--- config.mk ---
export PLATFORM = sky130hd
export DESIGN_NAME = modacc_frame
export DESIGN_NICKNAME = d
export VERILOG_FILES = /design/src/rtl/modacc_frame.sv
export SDC_FILE = /design/constraint.sdc
export NUM_CORES = 1
export LEC_CHECK = 0
export CAP_MARGIN = 5
export CORE_MARGIN = 2
export CORE_UTILIZATION = 50
export CTS_BUF_LIST = sky130_fd_sc_hd__clkbuf_4 sky130_fd_sc_hd__clkbuf_8
export DETAILED_ROUTE_END_ITERATION = 8
export GPL_ROUTABILITY_DRIVEN = 0
export GPL_TIMING_DRIVEN = 1
export PLACE_DENSITY = 0.72
export SYNTH_ARGS = -nofsm -noshare
export SYNTH_HDL_FRONTEND = slang
export SYNTH_SLANG_ARGS = --single-unit
export TNS_END_PERCENT = 10
--- constraint.sdc ---
create_clock -name clk -period 9.8 [get_ports clk]
set_input_delay 1.96 -clock clk [delete_from_list [all_inputs] [get_ports clk]]
set_output_delay 1.96 -clock clk [all_outputs]
set_load 0.005 [all_outputs]
--- src/rtl/modacc_frame.sv ---
// Frame accumulator: sums valid residues modulo MOD over FRAME_LEN samples (or until flush)
// and emits one registered result pulse per frame, together with the frame's sample count.
module modacc_frame #(
  parameter logic [34:0] MOD       = 35'h4_0008_0001,
  parameter int unsigned FRAME_LEN = 256,
  parameter int unsigned CNT_W     = 16
) (
  input  logic             clk,
  input  logic             rst_n,
  input  logic             i_acc_vld,
  input  logic [34:0]      i_acc_din,
  input  logic             i_acc_flush,
  output logic             o_acc_vldout,
  output logic [34:0]      o_acc_dout,
  output logic [CNT_W-1:0] o_acc_len,
  output logic             o_acc_busy
);

  localparam int unsigned DW = 35;
  localparam int unsigned NW = CNT_W + 1;

  typedef enum logic {S_EMPTY, S_FILL} state_e;

  state_e           state_q, state_d;
  logic [DW-1:0]    acc_q, acc_d;
  logic [CNT_W-1:0] cnt_q, cnt_d;
  logic             vldout_q, vldout_d;
  logic [DW-1:0]    dout_q, dout_d;
  logic [CNT_W-1:0] len_q, len_d;

  logic [DW-1:0]    x_c;
  logic [DW:0]      s_c;
  logic [DW-1:0]    r_c;
  logic [NW-1:0]    n_c;
  logic             close_c;

  // Pre-reduce the sample, add to the running sum, reduce once more; decide frame close.
  always_comb begin
    x_c      = (i_acc_din >= MOD) ? DW'(i_acc_din - MOD) : i_acc_din;
    s_c      = {1'b0, acc_q} + (i_acc_vld ? {1'b0, x_c} : (DW+1)'(0));
    r_c      = (s_c >= {1'b0, MOD}) ? DW'(s_c - {1'b0, MOD}) : DW'(s_c);
    n_c      = NW'(cnt_q) + NW'(i_acc_vld);
    close_c  = (i_acc_vld && (n_c == NW'(FRAME_LEN))) || (i_acc_flush && (n_c != '0));

    acc_d    = acc_q;
    cnt_d    = cnt_q;
    state_d  = state_q;
    vldout_d = 1'b0;
    dout_d   = '0;
    len_d    = '0;

    if (close_c) begin
      vldout_d = 1'b1;
      dout_d   = r_c;
      len_d    = CNT_W'(n_c);
      acc_d    = '0;
      cnt_d    = '0;
      state_d  = S_EMPTY;
    end else if (i_acc_vld) begin
      acc_d    = r_c;
      cnt_d    = CNT_W'(n_c);
      state_d  = S_FILL;
    end
  end

  // Single state/output register; reset discards any partial frame.
  always_ff @(posedge clk) begin
    if (!rst_n) begin
      state_q  <= S_EMPTY;
      acc_q    <= '0;
      cnt_q    <= '0;
      vldout_q <= 1'b0;
      dout_q   <= '0;
      len_q    <= '0;
    end else begin
      state_q  <= state_d;
      acc_q    <= acc_d;
      cnt_q    <= cnt_d;
      vldout_q <= vldout_d;
      dout_q   <= dout_d;
      len_q    <= len_d;
    end
  end

  assign o_acc_vldout = vldout_q;
  assign o_acc_dout   = dout_q;
  assign o_acc_len    = len_q;
  assign o_acc_busy   = (state_q == S_FILL);

endmodule
==> results.cfg <==
[synthesis]
yosysSeqAreaShare_pct = 26.2
synth_most_common_cell = nor2_1
avgSynthCellArea_um2 = 7.64
synth.distinct_cells = 75
yosys.area.top_type = dfxtp_1
synth_area_mm2 = 0.00794
synth_enable_flop_cells = 0
synth_top_flop_cell = dfxtp_1
synth_common_cells = nor2_1, dfxtp_1, nand2_1
synthesis.nets = 1120
synth_warnings = 0
yosys-top-cells-area = dfxtp_1, nor2_1, ha_1, xnor2_1, xor2_1
ys_seq_elements = 104
yosysTopAreaCellShare_pct = 26.2
synth_cells = 1039
async_reset_ff_share_pct = 0

[sta]
slew_violations = 0
tns_ns = 0
fin_crit_ns = 9.35
finalSetupViolCount = 0
finalCritPeriodShare_pct = 95.4
rsz0062_at_grt = false
fmax_mhz = 107
final_hold_viol_count = 0
slew_headroom_pct = 42.4
worst_slew_pin_slew_ns = 0.855
fin_skew_ns = 0.0108

[finish]
syn2layout_area_growth_pct = 15.5
nets = 1175
drive_gt1_share_pct = 5.92
num_antenna_cells = 0
final_area_mm2 = 0.00917

[cts]
postCtsHoldBufs = 0
clk_latency_ns = 0.38
cts.path.max_buffers = 2
path_clk_slew_ns = 0.10
htreeDepth = 3
cts-root-buf = clkbuf_8
numCtsBuffers = 9
cts_tree = done
cts_resized = 0
post_cts_buffers = 0
cts.sinks = 104

[critical_path]
cp-startpoint = i_acc_din[4]
cp_data_required_time_ns = 10.09
r2r_start = acc_q[0]$_SDFFE_PP0P_
path_class = primary input to register
crit_path_end_kind = register
cp_max_fo = 12
crit_arrival_ns = 9.64
start_kind = primary input

[floorplanning]
core.rowCount = 46
start_util_pct = 50.5
die_area_mm2 = 0.0169
io_pins = 92
die_w_um = 130
die_y_um = 130
core_area_mm2 = 0.0157

[global_routing]
antenna_found_initial = 0
grt_busiest_layer = met2
grt_pass1_vias = 7106
grt_overflow = 0
globalRouteMet2Util_pct = 42.7
use_met3_pct = 3.98
use_met1_pct = 35.9
grt_pass1_wl_mm = 36.2
grt_util_all_layers_pct = 26.7
grt_max_degree = 51

[routing]
num_vias = 7873
drtPass1Iterations = 5
wl_per_cell_um = 17.0
vias_per_cell = 5.99
drt_iter0_drc = 654
ant_nets = 0
drc_errors = 0
wl_mm = 22.3

[status]
status = completed

[flow_run]
drv_cap = 0

[place]
portBuffers = 91
dp_hpwl_mm = 17.3
place_area_mm2 = 0.00897

[power]
vdd_drop_max_mv = 0.0887
power_density_mw_per_mm2 = 125
power.leakage_nw = 3.32

[hold_path]
hold_path_class = register to register
hold_path_startpoint = acc_q[2]$_SDFFE_PP0P_
## registers in the layout, indices dropped and copies added (netlist names)
| register | count |
|---|---|
| acc_q | 35 |
| cnt_q | 16 |
| o_acc_busy | 1 |
| o_acc_dout | 35 |
| o_acc_len | 16 |
| o_acc_vldout | 1 |
## area by class of cell
cell class | count | area (µm²)
Timing Repair Buffer | 108 | 1030
Sequential cell | 104 | 2080
Clock buffer | 11 | 145
Multi-Input combinational cell | 852 | 5520
Tap cell | 216 | 270
Clock inverter | 4 | 52.6
Fill cell | 1479 | 6540
Inverter | 19 | 71.3
## critical path, cell delays in order
cell             delay (ns)
clkdlybuf4s50_1        0.50
or4_1                  0.62
nor4_1                 0.63
nand3b_1               0.17
or3_1                  0.36
nand3_1                0.11
and2_1                 0.14
buf_4                  0.19
xnor2_1                0.15
nor2_1                 0.12
ha_1                   0.27
fa_1                   0.48
a21o_1                 0.26
a311oi_1               0.55
nor2_1                 0.15
or3_1                  0.41
a2111oi_2              0.41
nand4bb_2              0.27
o31a_1                 0.41
or3_1                  0.40
buf_4                  0.21
o211ai_1               0.43
xor2_1                 0.19
a211oi_1               0.27
## cell usage in the layout, fill, tap and decap left out, drive strengths merged, types with 15 or more instances in the layout
cell type	netlist	layout
nor2	160	160
dfxtp	104	104
clkdlybuf4s50	0	90
nand2	80	80
a21oi	69	69
xnor2	49	49
xor2	47	47
o21ai	43	43
ha	41	41
a211oi	39	39
nor3	35	35
o211ai	27	27
or3	25	25
nor4	20	20
nand3	20	20
inv	18	19
and3	18	18
buf	18	18
nand4	15	15
## per-stage QoR
stage	cells	total power, mW	setup slack (ns)	util (%)	hold WS [ns]
after floorplan	1039	0.746	1.43	-	0.445
after global placement	1299	0.871	0.432	57.1	0.456
after detailed placement	1299	0.874	0.271	57.1	0.465
after CTS	1314	1.15	0.644	58.4	0.480
after global routing	1314	1.22	0.0153	58.4	0.502
final	1314	1.15	0.449	58.4	0.476
## path summary, 6_finish.rpt
path / endpoint / slack, ns / cells past startpoint
worst max-delay path: acc_q[20]$_SDFFE_PP0P_ / 0.45 / 24
worst min-delay path: acc_q[2]$_SDFFE_PP0P_ / 0.48 / 2
worst max register to register: acc_q[20]$_SDFFE_PP0P_ / 4.69 / 14
worst min register to register: acc_q[2]$_SDFFE_PP0P_ / 0.48 / 2
## metal layers
layer,routed length [µm],part of all wire (%)
met3,1020,4.6
met2,10300,46
met4,986,4.4
met5,0,0
met1,10100,45
## logic make-up after synthesis
kind of cell | synth area share, %
adders and majority gates | 6.71
muxes | 1.17
buffers and inverters | 4.38
AOI/OAI and AO/OA | 24.2
DFF | 26.2
xor gates and xnor gates | 10.6
and+or+nand+nor | 26.8
## power by group
| group | internal [mW] | switching (mW) | total, mW |
|---|---|---|---|
| logic | 0.158 | 0.251 | 0.409 |
| registers | 0.446 | 0.0158 | 0.462 |
| clock network | 0.128 | 0.150 | 0.278 |
| total | 0.732 | 0.417 | 1.15 |
Note: power is estimated with default switching activity, not from simulation.
